--- src/rtl/vga_arb_pkg.sv ---
// Shared defaults and the read-owner tag for the VGA frame-buffer arbiter.
package vga_arb_pkg;

    localparam int unsigned DEF_ADDR_W  = 12;
    localparam int unsigned DEF_DATA_W  = 8;
    localparam int unsigned DEF_FAIR_N  = 8;
    localparam int unsigned STALL_CNT_W = 16;

    typedef enum logic [1:0] {
        OWN_NONE = 2'd0,
        OWN_DISP = 2'd1,
        OWN_CPU  = 2'd2
    } owner_e;

endpackage

--- src/rtl/vga_sat_counter.sv ---
// Saturating up-counter with synchronous clear; holds at all-ones once reached.
module vga_sat_counter
    import vga_arb_pkg::*;
(
    input  logic                   i_clk,
    input  logic                   i_clr,
    input  logic                   i_inc,
    output logic [STALL_CNT_W-1:0] o_cnt
);

    localparam logic [STALL_CNT_W-1:0] CNT_MAX = '1;

    logic [STALL_CNT_W-1:0] r_cnt;

    always_ff @(posedge i_clk) begin
        if (i_clr) begin
            r_cnt <= '0;
        end else if (i_inc && (r_cnt != CNT_MAX)) begin
            r_cnt <= r_cnt + STALL_CNT_W'(1);
        end
    end

    assign o_cnt = r_cnt;

endmodule

--- src/rtl/vga_vram_arbiter.sv ---
// Single-port VRAM arbiter: display fetches win, but the CPU is served after FAIR_N
// consecutive display grants while it waits. Read data returns one cycle after grant.
module vga_vram_arbiter
    import vga_arb_pkg::*;
#(
    parameter int unsigned ADDR_W = DEF_ADDR_W,
    parameter int unsigned DATA_W = DEF_DATA_W,
    parameter int unsigned FAIR_N = DEF_FAIR_N
) (
    input  logic                   i_clk,
    input  logic                   i_reset,
    input  logic                   i_disp_req,
    input  logic [ADDR_W-1:0]      i_disp_addr,
    output logic                   o_disp_gnt,
    output logic [DATA_W-1:0]      o_disp_rdata,
    output logic                   o_disp_rvalid,
    input  logic                   i_cpu_req,
    input  logic                   i_cpu_we,
    input  logic [ADDR_W-1:0]      i_cpu_addr,
    input  logic [DATA_W-1:0]      i_cpu_wdata,
    output logic                   o_cpu_ready,
    output logic [DATA_W-1:0]      o_cpu_rdata,
    output logic                   o_cpu_rvalid,
    output logic                   o_ram_en,
    output logic                   o_ram_we,
    output logic [ADDR_W-1:0]      o_ram_addr,
    output logic [DATA_W-1:0]      o_ram_wdata,
    input  logic [DATA_W-1:0]      i_ram_rdata,
    output logic [STALL_CNT_W-1:0] o_disp_stall_cnt
);

    localparam int unsigned       FC_W     = (FAIR_N < 1) ? 1 : $clog2(FAIR_N + 1);
    localparam logic [FC_W-1:0]   FAIR_MAX = FC_W'(FAIR_N);

    logic [FC_W-1:0]        r_fair_cnt;
    logic [FC_W-1:0]        w_fair_cnt_d;
    owner_e                 r_owner;
    owner_e                 w_owner_d;
    logic                   w_disp_gnt;
    logic                   w_cpu_gnt;
    logic                   w_stall;
    logic [STALL_CNT_W-1:0] w_stall_cnt;

    // Grants are suppressed during reset so no access can leak a read tag past it.
    always_comb begin
        w_disp_gnt = 1'b0;
        w_cpu_gnt  = 1'b0;
        if (!i_reset) begin
            w_disp_gnt = i_disp_req && (!i_cpu_req || (r_fair_cnt < FAIR_MAX));
            w_cpu_gnt  = i_cpu_req && !w_disp_gnt;
        end
    end

    always_comb begin
        w_fair_cnt_d = '0;
        if (w_disp_gnt && i_cpu_req) begin
            w_fair_cnt_d = r_fair_cnt + FC_W'(1);
        end
    end

    always_comb begin
        w_owner_d = OWN_NONE;
        if (w_disp_gnt) begin
            w_owner_d = OWN_DISP;
        end else if (w_cpu_gnt && !i_cpu_we) begin
            w_owner_d = OWN_CPU;
        end
    end

    always_ff @(posedge i_clk) begin
        if (i_reset) begin
            r_fair_cnt <= '0;
            r_owner    <= OWN_NONE;
        end else begin
            r_fair_cnt <= w_fair_cnt_d;
            r_owner    <= w_owner_d;
        end
    end

    assign w_stall = i_disp_req && !w_disp_gnt;

    vga_sat_counter u_stall_cnt (
        .i_clk (i_clk),
        .i_clr (i_reset),
        .i_inc (w_stall),
        .o_cnt (w_stall_cnt)
    );

    always_comb begin
        o_disp_gnt       = w_disp_gnt;
        o_cpu_ready      = w_cpu_gnt;
        o_ram_en         = w_disp_gnt || w_cpu_gnt;
        o_ram_we         = w_cpu_gnt && i_cpu_we;
        o_ram_addr       = '0;
        o_ram_wdata      = '0;
        o_disp_rvalid    = 1'b0;
        o_cpu_rvalid     = 1'b0;
        o_disp_rdata     = '0;
        o_cpu_rdata      = '0;
        o_disp_stall_cnt = '0;
        if (w_cpu_gnt) begin
            o_ram_addr = i_cpu_addr;
            if (i_cpu_we) begin
                o_ram_wdata = i_cpu_wdata;
            end
        end else if (w_disp_gnt) begin
            o_ram_addr = i_disp_addr;
        end
        if (!i_reset) begin
            o_disp_stall_cnt = w_stall_cnt;
            if (r_owner == OWN_DISP) begin
                o_disp_rvalid = 1'b1;
                o_disp_rdata  = i_ram_rdata;
            end else if (r_owner == OWN_CPU) begin
                o_cpu_rvalid = 1'b1;
                o_cpu_rdata  = i_ram_rdata;
            end
        end
    end

endmodule

--- config.mk ---
export PLATFORM = sky130hd
export DESIGN_NAME = vga_vram_arbiter
export DESIGN_NICKNAME = d
export VERILOG_FILES = /design/src/rtl/vga_arb_pkg.sv /design/src/rtl/vga_sat_counter.sv /design/src/rtl/vga_vram_arbiter.sv
export SDC_FILE = /design/constraint.sdc
export NUM_CORES = 1
export LEC_CHECK = 0
export ABC_AREA = 0
export CORE_MARGIN = 2
export CORE_UTILIZATION = 30
export DETAILED_ROUTE_END_ITERATION = 10
export GPL_TIMING_DRIVEN = 0
export MAX_ROUTING_LAYER = met4
export PLACE_DENSITY = 0.8
export SLEW_MARGIN = 20
export SYNTH_ARGS = -nofsm -noshare
export SYNTH_HDL_FRONTEND = slang
export SYNTH_SLANG_ARGS = --single-unit
--- constraint.sdc ---
create_clock -name i_clk -period 2.8 [get_ports i_clk]
set_input_delay 0.56 -clock i_clk [delete_from_list [all_inputs] [get_ports i_clk]]
set_output_delay 0.56 -clock i_clk [all_outputs]
set_load 0.01 [all_outputs]
## Word level (Yosys, flattened, before mapping)

Cells that the tools add are included.

- Latch bits: 0
- Output and inout port bits: 58
- Memories: 0
- ROM bits: 0
- Flip-flop bits (word level): 22
- Bits in writable memories: 0
- Word-level logic and storage cells: 45
- Input bits: 45

- Bitwise gates (word level): 1
- Reduce and logical (&&, ||, !) cells: 15
- Muxes and demuxes: 19
- Multiply operators: 0
- Equal/unequal tests: 3
- Shift-type cells: 0
- $lt $le $gt $ge: 1
- $add $sub $neg: 2
- Div/mod/pow operators: 0

Operators with widths:

| cell | count |
|---|---|
| 8-bit two-way mux | 7 |
| 12-bit two-way mux | 2 |
| 16-bit by 1-bit adder with 16-bit output, second input constant | 1 |
| 16-bit two-way mux | 1 |
| 16-bit inequality test, second input constant | 1 |
| 1-bit two-way mux | 8 |
| 1-bit logical AND | 7 |
| 4-bit by 1-bit adder with 4-bit output, second input constant | 1 |
| 1-bit zero test | 4 |
| 4-bit less-than comparator, second input constant | 1 |
| 2-bit OR reduction | 2 |
| 2-bit by 1-bit equality test with 1-bit output, second input constant | 1 |
| 2-bit equality test, second input constant | 1 |
| 1-bit logical OR | 2 |
| 2-bit two-way mux | 1 |
| 1-bit NOT | 1 |

## Logic depth before layout (Yosys ltp)

Gate-level depths: netlist (run 1).

- Word-level depth: 9
- Depth in mapped cells: 5
- Gate-level depth less buffers: 5

## By module

A second synthesis (run 1) with hierarchy kept.

- Cell total of the unflattened synthesis: 183
- Area, all modules: 1,536.5 um^2

By module, submodules not included:

| module | cells each | times used | area an instance (um^2) | sequential area each (um^2) |
|---|---|---|---|---|
| vga_sat_counter | 99 | 1 | 848.3 | 320.3 |
| vga_vram_arbiter | 84 | 1 | 688.2 | 120.1 |

## Least setup slack after synthesis (run 1)

Ideal clock, no wire load.

- Path kind: input to output
- From: input port i_reset
- To: output port o_ram_wdata[0]
- Slack: 0.553 ns
- Buffers on the path: 2
- Cell stages on the path: 4
- Arrival time: 1.687 ns
- Path through: clkbuf_1 > nor3b_1 > clkbuf_1 > and3_1

- Longest elaborated chain between the ends: 2

Ends and longest elaborated chain:

| what | line | text |
|---|---|---|
| start: declaration | vga_vram_arbiter.sv:11 | `input logic i_reset,` |
| 1-bit two-way mux | vga_vram_arbiter.sv:48 | `if (!i_reset) begin` |
| named net o_cpu_ready | vga_vram_arbiter.sv:21 | `output logic o_cpu_ready,` |
| 8-bit two-way mux | vga_vram_arbiter.sv:101 | `if (w_cpu_gnt) begin` |
| end: declaration | vga_vram_arbiter.sv:27 | `output logic [DATA_W-1:0] o_ram_wdata,` |

The timed path passes the listed nets, and every way through them passes these cells.

## Worst setup path after layout (run 1)

- From: input port i_reset
- To: output port o_disp_rdata[1]

- Longest elaborated chain between the ends: 1

Ends and longest elaborated chain:

| what | line | text |
|---|---|---|
| 8-bit two-way mux | vga_vram_arbiter.sv:109 | `if (!i_reset) begin` |
| end: declaration | vga_vram_arbiter.sv:15 | `output logic [DATA_W-1:0] o_disp_rdata,` |

No other way between the ends.

==> impl_metrics.csv, run 1 <==
group,metric,value,unit
setup_path,critPathMaxStageDelay,0.54,ns
routing,route.detailed.drc,0,
cells_and_area,area_delta_synth_final,88.35,%
placed_design,placed_cell_area,2565,µm²
synthesis,synth_cells,178,
synthesis,synth-xor-area-share,0.005998,
synthesis,synth.distinct_cells,35,
floorplanning,start_util,0.3091,
routing,wl_per_cell,14.47,µm
synthesis,ys_ff_latch,22,
clocking,clk_path_buf_depth,2,
sta,tightest_slew,0.5733,ns
setup_path,cp_cell_sequence,"clkdlybuf4s50_1, clkbuf_8, nor3b_4, buf_4, and2_1, clkdlybuf4s50_1",
placed_design,place.gp.congestion,0.8855,
synthesis,ys_warn_count,0,
grt,grt_pass1_vias,1570,
synthesis,netlist_area,1460,µm²
synthesis,ys_seq_area_frac,0.3016,
routing,via_per_inst,4.788,
routing,wl,5.179,mm
routing,initialDrtViolationCount,85,
setup_path,cp_common_cell,"clkdlybuf4s50_1",
clocking,cts_tree,"built",
cells_and_area,finalNetCount,340,
cells_and_area,postLayoutCellArea,2750,µm²
sta,hold_viol_final,0,
synthesis,synth_top_family_by_area,"simple AND/OR/NAND/NOR gates",
synthesis,synth.avg_cell_area,8.203,µm²
setup_path,critical_path_class,"in -> out",
clocking,clk-insertion-delay-late,0.26,ns
grt,grt_max_degree,12,
setup_path,cp-end-kind,"output port",
run,drv_cap,0,
min_path,min_path_type,"reg -> reg",
sta,fin_worst_skew,0.003070,ns
grt,grt_first_pass_wirelength,7.679,mm
power,peakVddDrop,0.2120,mV
setup_path,crit_buf_inv,4,
power,p_leak,0.001366,µW
routing,first_pass_iters,4,
floorplanning,die_h,73.77,µm
sta,setup_viol,0,
floorplanning,rows,25,
synthesis,synth_compound_area_frac,0.1431,
grt,grt_busiest_layer,"met2",
sta,slew_headroom,0.6149,
status,status,"finished clean",
synthesis,synth-simple-area-share,0.4293,
power,p_total,689.8,µW
cells_and_area,instances_no_fill,358,
floorplanning,core,4723,µm²
floorplanning,ios,103,
cells_and_area,antenna_cells,0,
floorplanning,die_w,73.77,µm
floorplanning,die_area,5441,µm²
placed_design,dp_cells,347,
synthesis,synth_nets,225,
sta,period_minus_slack,2.759,ns
setup_path,start_kind,"input pin",
grt,grt_antenna_before_repair,0,
setup_path,cp_top_family,"buffers and inverters",
setup_path,path_max_fanout,10,
sta,drv_slew,0,
setup_path,slowest_stage,"clkdlybuf4s50_1",
placed_design,dpl.hpwl,3.881,mm
cells_and_area,final_core_util,0.5823,
clocking,htreeDepth,1,
placed_design,io_buffers,102,
clocking,root_buffer,"clkbuf_8",
grt,use_met1,0.2393,
clocking,cts_buffers,3,
sta,max_freq,0.3624,GHz
clocking,cts_sinks,22,
grt,met2_usage,0.2976,
setup_path,cp.arrival,2.20,ns
grt,grt_usage,0.1844,
routing,vias,1714,
synthesis,muxShareOfSynthArea,0.07455,
clocking,clkSlewWorstSetupHoldPaths,0.07,ns
clocking,cts_hold_buf,0,
routing,ant_nets,0,
grt,grtUsageMet3,0.02881,
sta,tns,0,ns
synthesis,synthAdderAreaFrac,0.01714,
setup_path,required,2.24,ns
cells_and_area,final_layout_size_suffix_gt1_frac,0.1306,
grt,overflow,0,
power,p_per_area,250.8,nW/µm²
sta,post-route-period-util,0.9855,
## through the flow
step	worst slack (ns)	hold slack (ns)
final	0.04072	0.4601
after global routing	-0.01756	0.4863
after CTS	-0.01172	0.4673
after detailed placement	-0.7430	0.4493
after global placement	-0.7333	0.4333
after floorplan	0.5530	0.4175
## cell type report
class	count	area, µm²
Buffer	8	81.33
Clock buffer	3	41.29
Fill cell	431	1973
Inverter	3	11.26
Multi-Input combinational cell	145	1022
Sequential cell	22	440.4
Tap cell	67	83.83
Timing Repair Buffer	110	1070
## flip-flops by register name, summed over array words and instances (netlist names)
register and cells:
r_owner 2, r_fair_cnt 4, u_stall_cnt.o_cnt 16
## per-layer routing
metal  wire [µm]  part of all wire
met3         154             0.030
met5           0                 0
met4         109             0.021
met1        2236              0.43
met2        2678              0.52
## what timing repair did
| action | in CTS | in global routing |
|---|---|---|
| hold endpoints to repair | 0 | 0 |
| buffers inserted | 5 | 2 |
| setup endpoints to repair | 52 | 12 |
| gates resized for setup | 62 | 11 |
| cloned | 1 | 0 |
| pin swaps | 2 | 2 |
## synthesized netlist by cell type
cell type   n  area share
nor3b_1     3       0.015
a22o_1     12       0.072
or3_1       1      0.0043
or4_4       1      0.0077
o21ai_0     3       0.010
ha_1        2       0.017
nand4_1     5       0.021
nor4_4      1       0.015
nand2_1     5       0.013
o31ai_1     3       0.015
nand3b_1    1      0.0051
o31a_1      1      0.0060
and3_1     10       0.043
nor2_1     20       0.051
mux2_2      7       0.054
nor3_1      5       0.017
a211oi_1    1      0.0051
mux2_4      2       0.021
nand4_4     1       0.015
a21oi_1     6       0.021
or2_2       1      0.0043
clkbuf_1    8       0.021
inv_1       3      0.0077
or2_1       1      0.0043
and4_4      1      0.0077
xnor2_1     1      0.0060
and4_1      1      0.0060
a21o_1      1      0.0051
or4_1       4       0.021
nor2b_1    16       0.069
nor4_1      2      0.0086
dfxtp_1    22        0.30
and2_1     19       0.081
a31oi_1     2      0.0086
nand3_1     6       0.021
## final timing paths
| kind | start | depth (start not counted) | slack (ns) | endpoint |
|---|---|---|---|---|
| min | r_fair_cnt[0] | 1 | 0.46 | r_fair_cnt[0] |
| min reg2reg | r_fair_cnt[0] | 1 | 0.46 | r_fair_cnt[0] |
| max | i_reset | 6 | 0.04 | o_disp_rdata[1] |
| max reg2reg | u_stall_cnt.o_cnt[13] | 4 | 0.93 | u_stall_cnt.o_cnt[4] |
## power by group
group          switching [µW]  internal [µW]
registers                3.15            316
clock network            98.3           96.1
logic                    67.4            109
## placed cells by master, fill, tap and decap left out, types with 3 or more instances in the layout
| cell type | synthesis | routed |
|---|---|---|
| clkbuf_8 | 0 | 8 |
| mux2_2 | 7 | 7 |
| dfxtp_1 | 22 | 22 |
| nand2_1 | 5 | 5 |
| dlymetal6s2s_1 | 0 | 9 |
| and3_1 | 10 | 10 |
| o31ai_1 | 3 | 3 |
| a21oi_1 | 6 | 6 |
| nor3b_4 | 0 | 3 |
| nor2_1 | 20 | 18 |
| buf_4 | 0 | 8 |
| nand4_1 | 5 | 5 |
| nor2b_1 | 16 | 16 |
| clkdlybuf4s50_1 | 0 | 60 |
| o21ai_0 | 3 | 3 |
| or4_1 | 4 | 4 |
| nand3_1 | 6 | 6 |
| dlygate4sd2_1 | 0 | 32 |
| and2_1 | 19 | 19 |
| nor3_1 | 5 | 5 |
| a22o_1 | 12 | 12 |
## cell families after synthesis
kind of cell,after synthesis
DFF,22
muxes,9
buffers and inverters,11
xor gates and xnor gates,1
AOI/OAI and AO/OA,29
and+or+nand+nor,104
adders and majority gates,2
No activity file was read; power rests on OpenSTA's default activity.
==> inputs of run 2 (changes only) <==
--- a/config.mk
+++ b/config.mk
@@ -8,6 +8,7 @@
 export ABC_AREA = 0
 export CORE_MARGIN = 2
 export CORE_UTILIZATION = 30
+export CTS_CLUSTER_DIAMETER = 200
 export DETAILED_ROUTE_END_ITERATION = 10
 export GPL_TIMING_DRIVEN = 0
 export MAX_ROUTING_LAYER = met4
==> constraint.sdc (replaced) <==
create_clock -name i_clk -period 2.8 [get_ports i_clk]
set_input_delay 0.42 -clock i_clk [delete_from_list [all_inputs] [get_ports i_clk]]
set_output_delay 0.42 -clock i_clk [all_outputs]
set_load 0.01 [all_outputs]
==> run 2 against run 1 <==
Net effect:
- register-to-register slack about the same
- maximum frequency increased by 2.4%
- critical path type unchanged
- total power decreased by 0.37%
- largest cell class unchanged
==> impl_metrics.csv, run 2 (synthesized netlist as in run 1, its figures left out) <==
group,metric,value,unit
sta,tns,0,ns
sta,setup_viol,0,
min_path,hold_depth,1,
power,peakVddDrop,0.2108,mV
placed_design,place_ws,-0.4630,ns
setup_path,start_kind,"input pin",
cells_and_area,finalNetCount,333,
routing,ant_nets,0,
routing,wl_per_cell,13.89,µm
floorplanning,die_h,73.77,µm
setup_path,rrSetupSlack,0.94,ns
cells_and_area,postLayoutCellArea,2660,µm²
power,p_total,687.3,µW
grt,grt_antenna_before_repair,0,
power,switchingPower,164.1,µW
setup_path,reg2reg_to,"u_stall_cnt.o_cnt[4]",
clocking,cts_sinks,22,
clocking,clkSlewWorstSetupHoldPaths,0.07,ns
grt,overflow,0,
floorplanning,start_util,0.3091,
clocking,htreeDepth,1,
placed_design,dpl.hpwl,3.881,mm
cells_and_area,final_layout_size_suffix_gt1_frac,0.1021,
sta,post-route-period-util,0.9626,
clocking,clk_path_buf_depth,2,
grt,grt_pass1_vias,1504,
placed_design,placed_cell_area,2565,µm²
sta,tightest_slew,0.5602,ns
sta,max_freq,0.3710,GHz
setup_path,cp.arrival,2.28,ns
clocking,root_buffer,"clkbuf_8",
clocking,clk-insertion-delay-late,0.26,ns
grt,grt_usage,0.1739,
sta,period_minus_slack,2.695,ns
routing,vias,1678,
setup_path,cp-end-kind,"output port",
routing,via_per_inst,4.781,
run,drv_cap,0,
min_path,hold_end,"r_fair_cnt[0]",
floorplanning,ios,103,
power,pwr-share-comb,0.255,
setup_path,critical_path_class,"in -> out",
routing,initialDrtViolationCount,105,
setup_path,rr_worst_depth,4,
setup_path,path_max_fanout,10,
floorplanning,core,4723,µm²
cells_and_area,final_cell_mix,"clkdlybuf4s50_1, dfxtp_1, nor2_1, and2_1, nor2b_1",
sta,holdWs,0.4595,ns
floorplanning,rows,25,
power,power_frac_seq,0.464,
cells_and_area,antenna_cells,0,
grt,grt_first_pass_wirelength,7.272,mm
sta,hold_viol_final,0,
setup_path,reg2reg_from,"u_stall_cnt.o_cnt[13]",
status,status,"finished clean",
power,p_per_area,258.4,nW/µm²
cells_and_area,fill_cells,438,
floorplanning,die_area,5441,µm²
sta,drv_slew,0,
routing,first_pass_iters,4,
min_path,min_path_type,"reg -> reg",
cells_and_area,area_delta_synth_final,82.18,%
setup_path,required,2.38,ns
sta,slew_headroom,0.6237,
cells_and_area,final_common_cell,"clkdlybuf4s50_1",
floorplanning,die_w,73.77,µm
placed_design,io_buffers,102,
power,p_int,523.2,µW
min_path,min-delay-start,"r_fair_cnt[0]",
grt,grt_max_degree,12,
cells_and_area,largest_reg_flops,16,
power,pwr-share-clk,0.282,
routing,wl,4.876,mm
power,p_leak,0.001021,µW
sta,fin_worst_skew,0.004421,ns
clocking,cts_tree,"built",
clocking,cts_buffers,3,
placed_design,place.gp.congestion,0.8855,
power,swShare,0.2387,
sta,layout_setup_ws,0.1048,ns
routing,route.detailed.drc,0,
[run 2: routing by layer]
layer | GRT usage | vias up | wire [µm]
met2 | 0.2788 | 48 | 2522
met3 | 0.02606 | 4 | 169
met1 | 0.2302 | 762 | 2129
li1 | - | 864 | -
met4 | 0.04040 | 0 | 55
met5 | - | - | 0
[run 2: stage by stage]
step	instances	utilization
5_1_grt	351	0.5632
3_5_place_dp	347	0.5430
4_1_cts	350	0.5566
6_report	351	0.5632
2_1_floorplan	178	-
3_3_place_gp	347	0.5430
[run 2: worst max-delay path by stage]
stage                     startpoint             end  slack, ns  cells after the start
after floorplan              i_reset  o_ram_wdata[0]       0.83                      4
after global placement       i_reset  o_ram_wdata[7]      -0.45                      6
after detailed placement     i_reset  o_ram_wdata[7]      -0.46                      6
after CTS                    i_reset  o_ram_wdata[7]      -0.12                      6
after global routing      i_disp_req  o_ram_wdata[3]     -0.001                      7
final                        i_reset        o_ram_en       0.10                      6
[run 2: worst max-delay path, cell delays in order]
cell	delay, ns
clkdlybuf4s50_1	0.48
buf_2	0.28
clkbuf_4	0.26
clkbuf_2	0.26
nor2_1	0.08
clkdlybuf4s50_1	0.50
[run 2: area by class of cell]
class                      instances  area [µm²]  share of cell area
tap                               67       83.83             0.03151
timing repair buffer             103        1028              0.3866
multi-input combinational        145        1002              0.3768
clock buffer                       3       41.29             0.01552
sequential                        22       440.4              0.1656
inverter                           3       11.26            0.004233
buffer                             8       52.55             0.01976
[run 2: power by group through the flow]
stage,Sequential [µW],Clock (µW),Combinational (µW)
floorplan,325,0,53.5
global placement,326,0,167
detailed placement,326,0,169
CTS,318,199,172
global route,319,208,189
finish,319,193,175
[run 2: repair_timing]
action	in CTS	in global routing
hold endpoints to repair	0	0
pin swaps	0	1
setup endpoints to repair	49	35
hold buffers	0	0
buffers inserted	0	1
cloned	0	0
gates resized for setup	9	17
